### src/rtl/mult_pkg.sv
// Shared constants for the iterative radix-4 Booth multiplier controller.
package mult_pkg;

  localparam logic [1:0] MUL_IDLE = 2'd0;
  localparam logic [1:0] MUL_BUSY = 2'd1;
  localparam logic [1:0] MUL_DONE = 2'd2;

  localparam int unsigned MUL_XLEN = 32;
  localparam int unsigned MUL_PW   = 68;
  localparam int unsigned MUL_ITER = 17;

endpackage

### src/rtl/booth.sv
// Radix-4 Booth partial-product cell: digit y selects 0, +-X or +-2X; negatives
// are returned as ~mag with carry-in c = 1 so the caller's adder completes the two's complement.
module booth
  import mult_pkg::*;
#(
  parameter int unsigned PW = MUL_PW
) (
  input  logic [2:0]    y,
  input  logic [PW-1:0] X,
  output logic [PW-1:0] P,
  output logic          c
);

  logic [PW-1:0] mag;
  logic          neg;

  always_comb begin
    mag = '0;
    neg = 1'b0;
    case (y)
      3'b001, 3'b010: mag = X;
      3'b011:         mag = {X[PW-2:0], 1'b0};
      3'b100: begin
        mag = {X[PW-2:0], 1'b0};
        neg = 1'b1;
      end
      3'b101, 3'b110: begin
        mag = X;
        neg = 1'b1;
      end
      default: ;
    endcase
    P = neg ? ~mag : mag;
    c = neg;
  end

endmodule

### src/rtl/mult_booth_ctrl.sv
// Iterative 32x32 MULT/MULTU controller: one radix-4 Booth digit per cycle into a 68-bit
// accumulator. Optional early termination is enabled by MULT_BOOTH_EARLY_TERM_EN.
module mult_booth_ctrl
  import mult_pkg::*;
#(
  parameter int unsigned XLEN = MUL_XLEN
) (
  input  logic            clk,
  input  logic            reset,
  input  logic            mul_valid,
  output logic            mul_ready,
  input  logic            mul_signed,
  input  logic [XLEN-1:0] mul_a,
  input  logic [XLEN-1:0] mul_b,
  input  logic            cancel,
  output logic            res_valid,
  input  logic            res_ready,
  output logic [XLEN-1:0] res_hi,
  output logic [XLEN-1:0] res_lo,
  output logic            busy
);

  localparam int unsigned MW   = XLEN + 2;
  localparam int unsigned YW   = MW + 1;
  localparam int unsigned PW   = 2 * XLEN + 4;
  localparam int unsigned ITER = MW / 2;
  localparam int unsigned CW   = $clog2(ITER);

  logic [1:0]    state;
  logic [PW-1:0] acc, xreg, pp, acc_next;
  logic [YW-1:0] yreg, yreg_next;
  logic [CW-1:0] cnt;
  logic          pc, last;
  logic [MW-1:0] xe, ye;

  assign xe = {{2{mul_signed & mul_a[XLEN-1]}}, mul_a};
  assign ye = {{2{mul_signed & mul_b[XLEN-1]}}, mul_b};

  booth #(.PW(PW)) u_booth (
    .y (yreg[2:0]),
    .X (xreg),
    .P (pp),
    .c (pc)
  );

  assign acc_next  = acc + pp + {{(PW-1){1'b0}}, pc};
  assign yreg_next = {{2{yreg[YW-1]}}, yreg[YW-1:2]};

`ifdef MULT_BOOTH_EARLY_TERM_EN
  // A fully sign-filled remainder encodes only zero digits, so acc is already final.
  assign last = (cnt == CW'(ITER - 1)) || (yreg_next == '0) || (yreg_next == '1);
`else
  assign last = (cnt == CW'(ITER - 1));
`endif

  assign mul_ready = (state == MUL_IDLE);
  assign res_valid = (state == MUL_DONE);
  assign busy      = (state == MUL_BUSY);

  always_ff @(posedge clk) begin
    if (reset) begin
      state  <= MUL_IDLE;
      acc    <= '0;
      xreg   <= '0;
      yreg   <= '0;
      cnt    <= '0;
      res_hi <= '0;
      res_lo <= '0;
    end else begin
      case (state)
        MUL_IDLE: begin
          if (mul_valid && !cancel) begin
            state <= MUL_BUSY;
            xreg  <= {{(PW-MW){xe[MW-1]}}, xe};
            yreg  <= {ye, 1'b0};
            acc   <= '0;
            cnt   <= '0;
          end
        end
        MUL_BUSY: begin
          if (cancel) begin
            state <= MUL_IDLE;
          end else begin
            acc  <= acc_next;
            xreg <= {xreg[PW-3:0], 2'b00};
            yreg <= yreg_next;
            cnt  <= cnt + CW'(1);
            if (last) begin
              state  <= MUL_DONE;
              res_hi <= acc_next[2*XLEN-1:XLEN];
              res_lo <= acc_next[XLEN-1:0];
            end
          end
        end
        MUL_DONE: begin
          if (cancel || res_ready)
            state <= MUL_IDLE;
        end
        default: state <= MUL_IDLE;
      endcase
    end
  end

endmodule

### config.mk
export PLATFORM = sky130hd
export DESIGN_NAME = mult_booth_ctrl
export DESIGN_NICKNAME = d
export VERILOG_FILES = /design/src/rtl/mult_pkg.sv /design/src/rtl/booth.sv /design/src/rtl/mult_booth_ctrl.sv
export SDC_FILE = /design/constraint.sdc
export NUM_CORES = 1
export LEC_CHECK = 0
export ABC_AREA = 1
export BUFFER_PORTS_ARGS = -buffer_cell sky130_fd_sc_hd__buf_2
export CORE_UTILIZATION = 35
export DETAILED_ROUTE_END_ITERATION = 16
export GPL_TIMING_DRIVEN = 0
export HOLD_SLACK_MARGIN = 0.1
export PLACE_DENSITY_LB_ADDON = 0.08
export SYNTH_ARGS = -nofsm -noshare
export SYNTH_HDL_FRONTEND = slang
export SYNTH_SLANG_ARGS = --single-unit
### constraint.sdc
create_clock -name clk -period 3.39 [get_ports clk]
set_input_delay 0.339 -clock clk [delete_from_list [all_inputs] [get_ports clk]]
set_output_delay 0.339 -clock clk [all_outputs]
set_load 0.03 [all_outputs]
## Yosys cells after proc, flatten, opt, wreduce, memory -nomap -nowiden

Cells that the tools add are included.

- Bits in registers: 242
- Word-level logic and storage cells: 61
- Output and inout bits: 67

- Equality and inequality tests: 13
- Reductions and logical operators: 12
- Muxes and demuxes: 20
- Add/subtract/negate cells: 3
- Bitwise logic cells: 5

Operators by type and width:

| kind | count |
|---|---|
| 68-bit case mux with 2 select lines | 3 |
| 68-bit two-way mux | 5 |
| 35-bit case mux with 2 select lines | 1 |
| 68-bit by 1-bit adder with 68-bit output | 1 |
| 68-bit adder | 1 |
| 68-bit NOT | 1 |
| 35-bit two-way mux | 1 |
| 34-bit two-way mux | 1 |
| 3-bit AND reduction | 4 |
| 5-bit two-way mux | 2 |
| 5-bit case mux with 2 select lines | 1 |
| 3-bit equality test (second input constant) | 3 |
| 2-bit two-way mux | 4 |
| 3-bit by 2-bit equality test with 1-bit output (second input constant) | 2 |
| 2-bit case mux with 3 select lines | 1 |
| 5-bit by 1-bit adder with 5-bit output (second input constant) | 1 |
| 5-bit equality test (second input constant) | 1 |
| 2-bit by 1-bit inequality test with 1-bit output (second input constant) | 2 |
| 4-bit OR reduction | 1 |
| 3-bit by 1-bit equality test with 1-bit output (second input constant) | 1 |
| 3-bit by 2-bit inequality test with 1-bit output (second input constant) | 1 |
| 3-bit OR reduction | 1 |
| 1-bit bitwise AND | 2 |
| 2-bit by 1-bit equality test with 1-bit output (second input constant) | 1 |
| 10 further kinds | 11 |

## Longest topological paths before layout

- Depth after elaboration: 9
- Depth in mapped cells: 25
- Depth with buffers taken out: 24

## Hierarchy

From an unflattened synthesis, not the netlist that was laid out.

- Cells, all modules: 2,957
- Area total of the unflattened synthesis: 16,842.4 um2

By module, submodules not included:

| module | area an instance (um2) | cells each | instances |
|---|---|---|---|
| mult_booth_ctrl | 14,936.8 | 2,509 | 1 |
| booth | 1,905.6 | 448 | 1 |

## Worst setup path before layout

Ideal clock, no wire load.

- Path kind: reg-to-reg
- Start point: register yreg[0]
- End point: register res_hi[0]
- Setup time: 0.116 ns
- Slack: 0.151 ns
- Cell stages (with the launch flop): 22
- Arrival time: 3.123 ns
- Period minus slack after synthesis: 3.239 ns
- Cell sequence: dfxtp_1 inv_1 ha_1 mux2i_1 clkbuf_1 o22ai_1 xor2_1 ha_1 nand2_1 nor2_1 inv_1 nor2_1 and3_1 nand2_1 nand3_1 nand2_1 nand2_1 or2_2 nand2_1 nand2_1 o211ai_1 inv_1

- Word-level cells in the longest chain between the ends: 7

RTL lines:

| element | line | text |
|---|---|---|
| from (decl) | mult_booth_ctrl.sv:31 | `logic [YW-1:0] yreg, yreg_next;` |
| from (signal assigned) | mult_booth_ctrl.sv:75 | `yreg <= {ye, 1'b0};` |
| from (signal assigned) | mult_booth_ctrl.sv:86 | `yreg <= yreg_next;` |
| 3-bit by 1-bit equality test with 1-bit output (tied with other cells) | booth.sv:20 | `case (y)` |
| 4-bit OR reduction (no line) / 2-bit OR reduction (equally long branches) | - |  |
| 68-bit case mux with 2 select lines | booth.sv:20 |  |
| 68-bit NOT | booth.sv:33 | `P = neg ? ~mag : mag;` |
| 68-bit two-way mux | booth.sv:33 |  |
| 68-bit adder | mult_booth_ctrl.sv:46 | `assign acc_next = acc + pp + {{(PW-1){1'b0}}, pc};` |
| 68-bit by 1-bit adder with 68-bit output * | mult_booth_ctrl.sv:46 |  |
| to (signal assigned) | mult_booth_ctrl.sv:90 | `res_hi <= acc_next[2*XLEN-1:XLEN];` |
| to (decl) | mult_booth_ctrl.sv:18 | `output logic [XLEN-1:0] res_hi,` |

Mark *: on every way between the ends. The rest lies on a longest branch, timed or not.
A chain may end at the register's enable or synchronous reset.

## Final worst setup path

- Start point: register yreg[0]
- End point: register acc[60]

- Word-level cells in the longest chain between the ends: 9

RTL lines:

| element | line | text |
|---|---|---|
| 3-bit by 1-bit equality test with 1-bit output (tied with other cells) | booth.sv:20 |  |
| 4-bit OR reduction (no line) / 2-bit OR reduction (equally long branches) | - |  |
| 68-bit case mux with 2 select lines | booth.sv:20 |  |
| 68-bit NOT | booth.sv:33 |  |
| 68-bit two-way mux | booth.sv:33 |  |
| 68-bit adder | mult_booth_ctrl.sv:46 |  |
| 68-bit by 1-bit adder with 68-bit output * | mult_booth_ctrl.sv:46 |  |
| 68-bit two-way mux * | mult_booth_ctrl.sv:81 | `if (cancel) begin` |
| 68-bit case mux with 2 select lines * | mult_booth_ctrl.sv:70 | `case (state)` |
| to (signal assigned) | mult_booth_ctrl.sv:84 | `acc <= acc_next;` |
| to (decl) | mult_booth_ctrl.sv:30 | `logic [PW-1:0] acc, xreg, pp, acc_next;` |

Mark *: on every way between the ends. The rest lies on a longest branch, timed or not. The select of a mux whose other input is x is not followed.

==> summary.md <==
| Metric | Value |
|---|---|
| Outcome | finished with violations |
| Failing checks | negative setup slack |
| Period utilisation layout | 101.9% |
| Num ports | 137 |
| DRC viols | 0 |
| Max FO, Critical Path | 10 |
| Asr flop ratio synth | 0% |
| Synthesized area | approximately 15,000 um2 |
| Total gr overflow | 0 |
| Rows | 76 |
| Starting Density | 35.44% |
| Reg2reg setup slack | -0.07 ns |
| Min-Delay Path Class | in -> reg |
| Yosys cell types | 44 |
| Sequential share of the synthesized area | 30.75% |
| Routed WL | 61,630 um |
| Antenna cell count | 0 |
| Clock sink count | 234 |
| Antenna violations before repair | 2 |
| Crit path DAT | between 3 and 4 ns |
| Slew Limit Fails | 0 |
| Net Count, Synth | 2,437 |
| Final setup vio count | 6 |
| Leakage power | 9.070 nW |
| Vias in the first global route | 15.64k |
| Slew headroom | 23.68% |
| Synth Instances | 2,292 |
| Largest net degree at the start of global routing | 18 |
| Die Y | between 200 and 250 um |
| Synthesis-stage register bit count | 234 |
| Max cap viols | 0 |
| Worst endpoint required time | 3.92 ns |
| Layout cells sized above 1 | 28.33% |
| NetSw | between 0.002 and 0.003 W |
| First-pass GRT wire length | 90,220 um |
| Setup Skew | 0.02038 ns |
| Switch share | approximately a third |
| Root Buffer | clkbuf_16 |
| Layout Utilization | approximately 51% |
| DIE WIDTH | 210.6 um |
| Crit-path leading delay family | simple AND/OR/NAND/NOR gates |
| PD cells | 401.3 nW/um2 |
| Clk pwr share | about 37% |
| RSZ-0062 raised after global routing | yes |
| WHS | 0.1311 ns |
| Longest Clk Path Bufs | 3 |
| Fmax | 0.2894 GHz |
| Synth Flop Type | dfxtp_1 |
| Syn_area_per_cell | 6.646 um2 |
| Int Pwr | 0.005737 W |
| Post-route minimum period | 3.455 ns |
| Drt first pass iters | 7 |
| DR vias | 16.40k |
| Combinational fraction of design power | 29.0% |
| Seq pwr share | 33.9% |
| Tot GR Track Use | 26.68% |
| CP endpoint kind | flop |
| Buffer and inverter count on the worst path | 4 |
| Die ar. | 44,360 um2 |
| Syn. warnings | 0 |
| DP Worst Slack | -1.549 ns |
| Vias per cell | 5.160 |
| Net count, final | 2,717 |
| # fillers | 4,326 |
| Crit start category | flop |
| Routed length per instance | 19.39 um |
| CTS Buf Count | 30 |
| Worst-margin pin slew | roughly 1.1 ns |
| CP peak stage delay | 0.38 ns |
| Critical path class | reg -> reg |
| Clk_lat worst skew | 0.60 ns |
| 1st-iter DRT viols | 939 |
| Area grow syn2layout | 42.64% |
| Hold Fails Final Rpt | 0 |
| Slowest-stage cell, CP | ha_1 |
| DP Wirelength | roughly 47,000 um |
| Peak supply drop | between 0.0004 and 0.0005 V |
| RePlAce Congestion | 0.9548 |
| Post-synth EDFFs | 0 |
| Worst-path clk slew | 0.06 ns |
| CP most frequent cell | nand2_1 |
| Core area | around 43,000 um2 |
| CTS tree | yes |
| CP cell instances | inv_2 > ha_4 > inv_4 > clkbuf_4 > o22ai_1 > xor2_1 > ha_1 > buf_4 > nand2_1 > nor2_1 > nand2_2 > nand2_4 > a21boi_4 > o21ai_4 > nand3_4 > nand2_1 > nand2_1 > nand2_2 > nand2_1 > a21oi_1 |
| Final worst slack | -0.06517 ns |
| Port Buf Inserts | 136 |
| Post-route ant nets | 0 |
| H-tree depth | 1 |
-- final timing paths --
kind	from	to	cells after the start
worst max-delay path	yreg[0]	acc[60]	20
worst min-delay path	cancel	xreg[0]	4
worst max register to register	yreg[0]	acc[60]	20
worst min register to register	yreg[25]	yreg[23]	2
-- routing by layer --
layer  global-route usage (%)  vias up  routed length [um]
met3                    2.513       90                2251
met2                    43.50      393               28750
met1                    36.78     7832               28570
met5                        0        -                   0
li1                         -     8089                   -
met4                    9.070        0                2058
-- stage by stage --
step	total power [W]	TNS (ns)	instance area, um2	std cells
floorplan	0.004113	0	15230	2292
global placement	0.004692	-115.13	16650	3013
detailed placement	0.004700	-116.18	16650	3013
CTS	0.008268	-0.5993	19630	3157
global route	0.009100	-5.301	21730	3179
finish	0.008719	-0.2001	21730	3179
-- logic make-up after synthesis --
family          count (synthesis)  synth area share [%]
compound gates                596                 23.65
buf+inv                       402                 10.30
xor+xnor                       99                 5.692
fa+ha+maj                      75                 6.209
flops                         234                 30.75
simple gates                  885                 23.33
mux                             1               0.06571
-- registers in the layout, indices dropped and copies added, names as in the netlist --
name,count
acc,64
xreg,64
yreg,35
res_hi,32
res_lo,32
cnt,5
state,2
-- power groups by stage --
stage                     combinational [W]  sequential (W)  clock, W
after global placement              0.00169         0.00300         0
after CTS                           0.00201         0.00295   0.00331
final                               0.00253         0.00295   0.00324
after global routing                0.00270         0.00297   0.00343
after detailed placement            0.00169         0.00301         0
after floorplan                     0.00113         0.00298         0
-- Yosys cell counts, types with 26 or more instances --
cell type  number  area share (%)
dfxtp_1       234              31
a21o_1         26             1.3
inv_1         285             7.0
o22ai_1        62             2.5
ha_1           74             6.1
a221oi_2       29             2.9
nand2_1       521              13
a21oi_1       199             6.5
nand3_1        79             2.6
o21ai_0       155             5.1
nor2_1        234             5.8
clkbuf_1       65             1.6
xor2_1         91             5.2
a31oi_1        66             2.7
buf_2          36             1.2
-- layout make-up --
cell class                      instances  area, um2  area share (%)
Tap cell                              585      732.0           3.368
Inverter                              290       1094           5.033
Sequential cell                       234       4691           21.59
Clock inverter                         10      87.58          0.4031
Multi-Input combinational cell       1656      11710           53.88
Timing Repair Buffer                  248       1780           8.194
Buffer                                112      723.2           3.328
Clock buffer                           44      913.4           4.203
-- timing repair --
item	4_1_cts	5_1_grt
hold buffers	68	0
buffers inserted	22	18
hold endpoints to repair	67	0
cloned	0	4
endpoints found under the setup margin	122	99
resized for setup	242	385
pin swaps	46	61
-- placed cells by master, fill, tap and decap left out, drive strengths merged --
cell type,count
and2,1
a21oi,201
a31oi,66
nand4,5
nand2,523
nor4,3
o21a,4
a21o,26
o211ai,8
or2,7
dlygate4sd3,68
mux2i,1
and3,1
dfxtp,234
clkinv,7
o21ai,176
nand3,79
a221oi,31
a21boi,5
xnor2,8
nor3b,2
clkbuf,103
nand3b,7
a211oi,4
xor2,91
nor2,240
nor3,17
fa,1
inv,291
o22ai,62
o21bai,13
ha,74
clkinvlp,2
buf,233
-- tightest hold or removal path, cell delays in order --
cell and delay, ns:
buf_2 0.12, nor4_2 0.10, nand2_1 0.06, a21oi_1 0.05
(Power assumes the default switching activity.)
